[src/rtl/alu_pkg.sv]
// Shared definitions for the ALU scheduler slice.
// Provides the ALU control code constants, the legal-op predicate and the
// scheduler FSM state encoding.
package alu_pkg;

  localparam logic [3:0] ALU_AND = 4'b0000;
  localparam logic [3:0] ALU_OR  = 4'b0001;
  localparam logic [3:0] ALU_ADD = 4'b0010;
  localparam logic [3:0] ALU_SUB = 4'b0110;
  localparam logic [3:0] ALU_SLT = 4'b0111;
  localparam logic [3:0] ALU_NOR = 4'b1100;

  typedef enum logic [1:0] {
    IDLE  = 2'd0,
    DRIVE = 2'd1,
    RESP  = 2'd2
  } state_t;

  function automatic logic is_legal_op(input logic [3:0] op);
    logic legal;
    case (op)
      ALU_AND, ALU_OR, ALU_ADD, ALU_SUB, ALU_SLT, ALU_NOR: legal = 1'b1;
      default:                                            legal = 1'b0;
    endcase
    return legal;
  endfunction

endpackage

[src/rtl/alu_scheduler_rr_pick2.sv]
// rr_pick2: combinational two-way round-robin pick.
// Ports:
//   valid[1:0]  request present per port
//   last_grant  port granted most recently
//   grant       chosen port (meaningful only when any is high)
//   any         at least one request present
module rr_pick2 (
  input  logic [1:0] valid,
  input  logic       last_grant,
  output logic       grant,
  output logic       any
);

  always_comb begin
    any   = valid[0] | valid[1];
    grant = 1'b0;
    if (valid == 2'b11) begin
      grant = ~last_grant;
    end else begin
      grant = valid[1];
    end
  end

endmodule

[src/rtl/alu_scheduler.sv]
// alu_scheduler: shares one single-cycle ALU between two requesters.
// Grants one operation at a time (round-robin), drives the ALU from latched
// operands for SETTLE_CYCLES cycles, captures the result and returns it with a
// locally computed zero flag over a per-port valid/ready response handshake.
// Ports:
//   clock, reset                 rising-edge clock, synchronous active-high reset
//   req_valid_i / req_ready_i    request handshake, port i
//   req_op_i, req_a_i, req_b_i   ALU control code and operands, port i
//   resp_valid_i / resp_ready_i  response handshake, port i
//   resp_data, resp_zero, resp_err  captured result, zero flag, illegal-op flag
//   alu_control, alu_a, alu_b    to the external ALU
//   alu_out                      from the external ALU
//   busy                         FSM not idle
//   op_count                     completed responses (wrapping)
module alu_scheduler
  import alu_pkg::*;
#(
  parameter int unsigned SETTLE_CYCLES = 1
) (
  input  logic        clock,
  input  logic        reset,
  input  logic        req_valid_0,
  input  logic        req_valid_1,
  output logic        req_ready_0,
  output logic        req_ready_1,
  input  logic [3:0]  req_op_0,
  input  logic [3:0]  req_op_1,
  input  logic [31:0] req_a_0,
  input  logic [31:0] req_a_1,
  input  logic [31:0] req_b_0,
  input  logic [31:0] req_b_1,
  output logic        resp_valid_0,
  output logic        resp_valid_1,
  input  logic        resp_ready_0,
  input  logic        resp_ready_1,
  output logic [31:0] resp_data,
  output logic        resp_zero,
  output logic        resp_err,
  output logic [3:0]  alu_control,
  output logic [31:0] alu_a,
  output logic [31:0] alu_b,
  input  logic [31:0] alu_out,
  output logic        busy,
  output logic [15:0] op_count
);

  if (SETTLE_CYCLES < 1 || SETTLE_CYCLES > 15) begin : g_bad_settle
    $error("alu_scheduler: SETTLE_CYCLES must be within 1..15");
  end

  state_t     state;
  logic       last_grant;
  logic       grant_q;
  logic [3:0] settle_cnt;
  logic       pick_grant;
  logic       pick_any;
  logic       resp_take;

  rr_pick2 u_pick (
    .valid      ({req_valid_1, req_valid_0}),
    .last_grant (last_grant),
    .grant      (pick_grant),
    .any        (pick_any)
  );

  // Ready is qualified by the port's own valid so an idle port never sees ready.
  assign req_ready_0 = (state == IDLE) && req_valid_0 && !pick_grant;
  assign req_ready_1 = (state == IDLE) && req_valid_1 &&  pick_grant;
  assign busy        = (state != IDLE);
  assign resp_take   = grant_q ? resp_ready_1 : resp_ready_0;

  always_ff @(posedge clock) begin
    if (reset) begin
      state        <= IDLE;
      last_grant   <= 1'b1;
      grant_q      <= 1'b0;
      settle_cnt   <= '0;
      alu_control  <= '0;
      alu_a        <= '0;
      alu_b        <= '0;
      resp_valid_0 <= 1'b0;
      resp_valid_1 <= 1'b0;
      resp_data    <= '0;
      resp_zero    <= 1'b0;
      resp_err     <= 1'b0;
      op_count     <= '0;
    end else begin
      case (state)
        IDLE: begin
          if (pick_any) begin
            grant_q     <= pick_grant;
            last_grant  <= pick_grant;
            alu_control <= pick_grant ? req_op_1 : req_op_0;
            alu_a       <= pick_grant ? req_a_1  : req_a_0;
            alu_b       <= pick_grant ? req_b_1  : req_b_0;
            settle_cnt  <= 4'(SETTLE_CYCLES);
            state       <= DRIVE;
          end
        end
        DRIVE: begin
          if (settle_cnt == 4'd1) begin
            settle_cnt <= '0;
            if (is_legal_op(alu_control)) begin
              resp_data <= alu_out;
              resp_zero <= (alu_out == '0);
              resp_err  <= 1'b0;
            end else begin
              resp_data <= '0;
              resp_zero <= 1'b1;
              resp_err  <= 1'b1;
            end
            resp_valid_0 <= !grant_q;
            resp_valid_1 <=  grant_q;
            state        <= RESP;
          end else begin
            settle_cnt <= settle_cnt - 4'd1;
          end
        end
        RESP: begin
          if (resp_take) begin
            resp_valid_0 <= 1'b0;
            resp_valid_1 <= 1'b0;
            op_count     <= op_count + 16'd1;
            state        <= IDLE;
          end
        end
        default: state <= IDLE;
      endcase
    end
  end

endmodule

[config.mk]
export PLATFORM = sky130hd
export DESIGN_NAME = alu_scheduler
export DESIGN_NICKNAME = d
export VERILOG_FILES = /design/src/rtl/alu_pkg.sv /design/src/rtl/alu_scheduler_rr_pick2.sv /design/src/rtl/alu_scheduler.sv
export SDC_FILE = /design/constraint.sdc
export NUM_CORES = 1
export LEC_CHECK = 0
export BUFFER_PORTS_ARGS = -buffer_cell sky130_fd_sc_hd__buf_2
export CELL_PAD_IN_SITES_DETAIL_PLACEMENT = 2
export CELL_PAD_IN_SITES_GLOBAL_PLACEMENT = 2
export CORE_ASPECT_RATIO = 0.6
export CORE_MARGIN = 2
export CORE_UTILIZATION = 24
export DETAILED_ROUTE_END_ITERATION = 16
export PLACE_DENSITY = 0.81
export SKIP_LAST_GASP = 1
export SLEW_MARGIN = 20
export SYNTH_ARGS = -nofsm -noshare
export SYNTH_HDL_FRONTEND = slang
export SYNTH_SLANG_ARGS = --single-unit
[constraint.sdc]
create_clock -name clock -period 2.7 [get_ports clock]
set_input_delay 0.135 -clock clock [delete_from_list [all_inputs] [get_ports clock]]
set_output_delay 0.135 -clock clock [all_outputs]
set_load 0.01 [all_outputs]
==> flow_summary_export.csv, run 1 <==
group,metric,value,unit
run_status,outcome,"complete, no violations",
clock_network,clk_pin_slew_worst_paths,60,ps
yosys,ys_seq_area_share,48.5,%
route,wl_per_cell,18.5,µm
setup_path,max_stage_delay,510,ps
grt,grt_remaining_overflow,0,
setup_path,worstPathRequired,3000,ps
yosys,ys.flop_type,"dfxtp_1",
yosys,synth_top_area_share,48.5,%
final_layout,drive_above_1_share,39.2,%
route,drc_errors,0,
setup_path,crit_path_end_kind,"register",
sta,maxSlewHeadroom,40.6,%
yosys,synth_seq_cells,128,
power_and_ir_drop,p_seq_share,37.9,%
floorplan,die_w,196,µm
floorplan,rows,42,
sta,rsz0062_at_grt,"no",
clock_network,clkSinkCount,128,
sta,fin_crit,2480,ps
setup_path,crit_start,"settle_cnt[1]$_SDFFE_PP0P_",
setup_path,crit_type,"reg2reg",
placed_design,place_area,7080,µm²
setup_path,slowest_stage,"or3b_2",
power_and_ir_drop,p_leak,3.71,nW
placed_design,io_buffer_count,296,
grt,grt_max_degree,98,
sta,max_freq,403,MHz
yosys,synth.top_cells.by_count,"dfxtp_1 (128), nor2_1 (92), a211oi_1 (69), mux2i_1 (69), a22o_1 (32)",
clock_network,cts-resized-gates,0,
floorplan,core,21800,µm²
yosys,synth_nets,723,
power_and_ir_drop,switching_share,29.4,%
yosys,synth_area,5290,µm²
sta,tns,0,ps
sta,worst_slew_pin_slew,891,ps
route,dr.pass1.iters,4,
clock_network,cts_buffers,17,
sta,final_hold_viol_count,0,
final_layout,design_area,8010,µm²
setup_path,worstPathArrival,2790,ps
floorplan,die_h,119,µm
floorplan,dieArea,23300,µm²
yosys,yosys_warnings,0,
setup_path,worstSetupStartpointType,"register",
sta,finalClockSkew,9.47,ps
yosys,ys_top_cells_by_area,"dfxtp_1 (48%), mux2i_1 (13%), a211oi_1 (9.8%)",
sta,setup_violations,0,
setup_path,cp-endpoint,"resp_data[15]$_SDFFE_PP0P_",
power_and_ir_drop,power_switching,1.72,mW
yosys,yosys.area.top_type,"dfxtp_1",
floorplan,io_pins,297,
final_layout,fin_nets,1034,
sta,drv_slew,0,
route,via_per_inst,4.79,
power_and_ir_drop,power.share.combinational,21.2,%
route,ant_nets,0,
clock_network,htree_levels,4,
setup_path,crit-reg2reg-launch,"settle_cnt[1]$_SDFFE_PP0P_",
setup_path,reg2reg_slack,220,ps
route,drt_iter0_markers,165,
worst_hold_path,hold_path.class,"in2reg",
final_layout,area_delta_synth_final,51.5,%
setup_path,crit_path_max_fanout,19,
clock_network,clockBufferDepth,2,
grt,grt_pass1_wl,33100,µm
run,cap_violations,0,
grt,grt_pass1_vias,5851,
placed_design,gp_congestion,0.805,
route,vias,5533,
final_layout,final_util,36.7,%
route,drt_wl_total,21400,µm
yosys,async_flop_share,0,%
power_and_ir_drop,power.density,733,nW/µm²
yosys,ys_types,42,
clock_network,postCtsSetupBuffers,0,
placed_design,dp_hpwl,15000,µm
grt,track_usage,18.5,%
setup_path,r2r-end,"resp_data[15]$_SDFFE_PP0P_",
grt,grt_antenna_before_repair,1,
power_and_ir_drop,intPower,4.15,mW
clock_network,cts_tree,"done",
yosys,synth_most_common_cell,"dfxtp_1",
clock_network,clk_root_buffer_cell,"clkbuf_16",
power_and_ir_drop,ir_drop,390,µV
setup_path,worstPathCellList,"inv_1, ha_1, or3b_2, nor2_1, nor2_2, buf_4, a22o_1",
setup_path,reg2regPathDepth,7,
yosys,synthCells,546,
sta,finalCritPeriodShare,92.0,%
final_layout,fillCellCount,2480,
power_and_ir_drop,clkPwrFrac,40.9,%
clock_network,clk_latency,420,ps
floorplan,start_util,24.2,%
yosys,avgSynthCellArea,9.68,µm²
yosys,synth_edf_count,0,
[power by group through the flow]
stage / Sequential, mW / Combinational [mW] / Clock (mW)
floorplan: 2.34 / 0.568 / 0
global route: 2.25 / 1.38 / 2.56
global placement: 2.25 / 1.18 / 0
finish: 2.22 / 1.25 / 2.40
CTS: 2.23 / 1.26 / 2.48
detailed placement: 2.26 / 1.22 / 0
[stage by stage]
stage,hold WS [ps],instances,worst slack (ps),power [mW]
after floorplan,261,546,751,2.91
after global placement,362,1092,360,3.43
after detailed placement,368,1092,234,3.48
after CTS,29.5,1155,189,5.96
after global routing,54.9,1155,71.9,6.20
final,49.7,1156,217,5.87
[timing repair]
| action | 4_1_cts | 5_1_grt |
|---|---|---|
| endpoints found under the setup margin | 0 | 0 |
| hold buffers | 32 | 0 |
| endpoints found under the hold margin | 32 | 0 |
[area by class of cell]
class / instances / area [µm²] / area share, %
antenna: 1 / 2.50 / 0.0313
inverter: 7 / 26.3 / 0.328
clock buffer: 21 / 470 / 5.88
timing repair buffer: 335 / 1910 / 23.8
multi-input combinational: 368 / 2540 / 31.8
sequential: 128 / 2560 / 32.0
clock inverter: 10 / 135 / 1.69
tap: 286 / 358 / 4.47
[per-layer routing]
layer	global-route usage [%]	up-vias	share of wire, %
met5	0	-	0
met4	5.82	0	1.7
met3	7.11	29	7.9
met2	30.0	195	47
met1	22.7	2673	44
li1	-	2636	-
[placed cells by master (no fill, tap or decap), types with 4 or more instances in the layout]
| master | count |
|---|---|
| o21ai_0 | 5 |
| nor3_1 | 4 |
| clkinv_2 | 4 |
| nor2_1 | 91 |
| nand3_1 | 8 |
| nor4_1 | 9 |
| or4_1 | 5 |
| xor2_1 | 6 |
| buf_4 | 4 |
| nand2_1 | 11 |
| o31ai_1 | 6 |
| inv_1 | 7 |
| mux2i_1 | 69 |
| buf_12 | 4 |
| clkbuf_16 | 17 |
| dfxtp_1 | 128 |
| a21oi_1 | 13 |
| a22o_1 | 32 |
| dlygate4sd3_1 | 32 |
| a211oi_1 | 69 |
| buf_2 | 295 |
| nand4_1 | 5 |
[kinds of logic after synthesis]
kind of cell    synth area share (%)
simple gates                    13.2
compound gates                  19.0
flops                           48.5
mux                             13.3
buf+inv                         3.79
xor+xnor                        1.49
fa+ha+maj                      0.710
[critical path: cells and delay by family (launching register included)]
family                     cells  cell delay (ps)
buffers and inverters          2              360
DFF                            1              320
AOI/OAI and AO/OA              1              260
adders and majority gates      1              170
and+or+nand+nor                3             1240
[sequential cells by signal, indices dropped and copies added (netlist names)]
signal        cells
resp_zero         1
settle_cnt        4
state             2
resp_valid_1      1
last_grant        1
alu_control       4
resp_valid_0      1
grant_q           1
op_count         16
alu_a            32
alu_b            32
resp_err          1
resp_data        32
[worst min-delay path by stage]
stage | startpoint | cells after the start | slack (ps) | end
finish | req_a_1[3] | 3 | 50 | alu_a[3]$_SDFFE_PP0P_
global route | req_b_0[28] | 3 | 50 | alu_b[28]$_SDFFE_PP0P_
CTS | req_b_0[28] | 3 | 30 | alu_b[28]$_SDFFE_PP0P_
detailed placement | alu_out[6] | 2 | 370 | resp_data[6]$_SDFFE_PP0P_
global placement | alu_out[25] | 2 | 360 | resp_data[25]$_SDFFE_PP0P_
floorplan | alu_out[0] | 1 | 260 | resp_data[0]$_SDFFE_PP0P_
Power figures use the tool's default switching activity.
==> run 2: changes to the inputs <==
RECOVER_POWER = 25   (was unset)
==> run 2 against run 1 <==
Net effect:
- core utilization down 0.36 points
- die area unchanged
- global-route usage unchanged
- register-to-register slack about the same
- final cell count unchanged
- count of clock-buffer cells in the layout unchanged
- via count up 0.40%
- critical path depth unchanged
- combinational power about the same
- clock skew about the same
- highest routed layer unchanged
- power down 0.44%
- routed wire length up 0.14%
==> flow_summary_export.csv, run 2 (synthesized netlist as in run 1, its figures left out) <==
group,metric,value,unit
route,drc_errors,0,
clock_network,clk_root_buffer_cell,"clkbuf_16",
floorplan,die_w,196,µm
run_status,outcome,"complete, no violations",
route,dr.pass1.iters,4,
grt,track_usage,18.5,%
setup_path,slowest_stage,"or3b_2",
final_layout,fin_cells,1156,
final_layout,final_common_cell,"buf_2",
sta,setup_violations,0,
floorplan,rows,42,
route,wl_per_cell,18.6,µm
floorplan,core,21800,µm²
clock_network,cts_buffers,17,
clock_network,clkSinkCount,128,
final_layout,fillCellCount,2514,
clock_network,holdBufCountCts,32,
floorplan,die_h,119,µm
power_and_ir_drop,power.density,737,nW/µm²
route,drt_iter0_markers,166,
grt,grt_max_degree,98,
setup_path,crit_path_end_kind,"register",
sta,rsz0062_at_grt,"no",
final_layout,drive_above_1_share,32.1,%
grt,grt_antenna_before_repair,1,
placed_design,place_inst,1092,
route,drt_wl_total,21400,µm
final_layout,reg.largest.list,"alu_a (32), alu_b (32), resp_data (32)",
sta,finalCritPeriodShare,91.8,%
clock_network,cts_tree,"done",
worst_hold_path,hold_path.class,"in2reg",
clock_network,clockBufferDepth,2,
placed_design,post-place-ws,234,ps
run,cap_violations,0,
grt,grt_pass1_wl,33100,µm
floorplan,io_pins,297,
final_layout,fin_nets,1034,
clock_network,htree_levels,4,
setup_path,worstPathArrival,2790,ps
power_and_ir_drop,power,5.84,mW
route,vias,5555,
sta,finalClockSkew,9.52,ps
sta,worst_slack,220,ps
sta,maxSlewHeadroom,40.0,%
final_layout,mostFrequentLayoutCells,"buf_2 (233), dfxtp_1 (128), nor2_1 (91)",
clock_network,clk_pin_slew_worst_paths,60,ps
setup_path,worstPathCellList,"inv_1, ha_1, or3b_2, nor2_1, nor2_2, buf_4, a22o_1",
power_and_ir_drop,p_leak,3.47,nW
setup_path,crit_path_max_fanout,19,
sta,tns,0,ps
sta,fin_crit,2480,ps
setup_path,worstSetupStartpointType,"register",
clock_network,postCtsSetupBuffers,0,
sta,worst_slew_pin_slew,899,ps
clock_network,cts-resized-gates,0,
grt,grt_remaining_overflow,0,
clock_network,clk_latency,420,ps
floorplan,dieArea,23300,µm²
route,ant_nets,0,
power_and_ir_drop,ir_drop,390,µV
placed_design,dp_hpwl,15000,µm
final_layout,final_util,36.4,%
placed_design,io_buffer_count,296,
placed_design,gp_congestion,0.805,
route,via_per_inst,4.81,
final_layout,area_delta_synth_final,50.0,%
grt,grt_pass1_vias,5851,
sta,final_hold_viol_count,0,
setup_path,crit_type,"reg2reg",
sta,drv_slew,0,
floorplan,start_util,24.2,%
setup_path,worstPathRequired,3010,ps
setup_path,max_stage_delay,510,ps
sta,max_freq,403,MHz
[run 2: metrics by stage]
stage,cell area (µm²),hold WS (ps)
after floorplan,5290,261
after global placement,7080,362
after detailed placement,7080,368
after CTS,8000,29.5
after global routing,7930,54.9
final,7930,50.0
[run 2: final timing paths]
path                            slack [ps]  cells past startpoint                    endpoint                  startpoint
worst max-delay path                   220                      7  resp_data[15]$_SDFFE_PP0P_  settle_cnt[1]$_SDFFE_PP0P_
worst min-delay path                    50                      3       alu_a[3]$_SDFFE_PP0P_                  req_a_1[3]
worst max register to register         220                      7  resp_data[15]$_SDFFE_PP0P_  settle_cnt[1]$_SDFFE_PP0P_
worst min register to register         480                      2   resp_valid_1$_SDFFE_PP0P_   resp_valid_1$_SDFFE_PP0P_
[run 2: power by group]
group	switching, mW	total [mW]	internal [mW]	leakage, nW
Combinational	0.717	1.22	0.498	2.12
Clock	0.884	2.40	1.52	0.299
Sequential	0.128	2.23	2.10	1.05
Total	1.73	5.84	4.11	3.47
[run 2: area by class of cell]
type	instances	area (µm²)	area share, %
inverters	7	26.3	0.331
well taps	286	358	4.51
clock inverters	10	135	1.70
multi-input cells	368	2540	32.1
clock buffers	21	470	5.93
flip-flops and latches	128	2560	32.3
diodes	1	2.50	0.0316
repair buffers	335	1830	23.1
[run 2: critical path, delay by kind of cell, from the launching register on]
family	cells	cell delay (ps)
flops	1	320
buf+inv	2	360
fa+ha+maj	1	170
compound gates	1	260
simple gates	3	1240
[run 2: metal layers]
metal | track usage [%] | vias to the layer above | share of wire (%)
met5 | 0 | - | 0
met3 | 7.11 | 33 | 7.8
met4 | 5.82 | 0 | 2.0
li1 | - | 2636 | -
met1 | 22.7 | 2687 | 44
met2 | 30.0 | 199 | 46
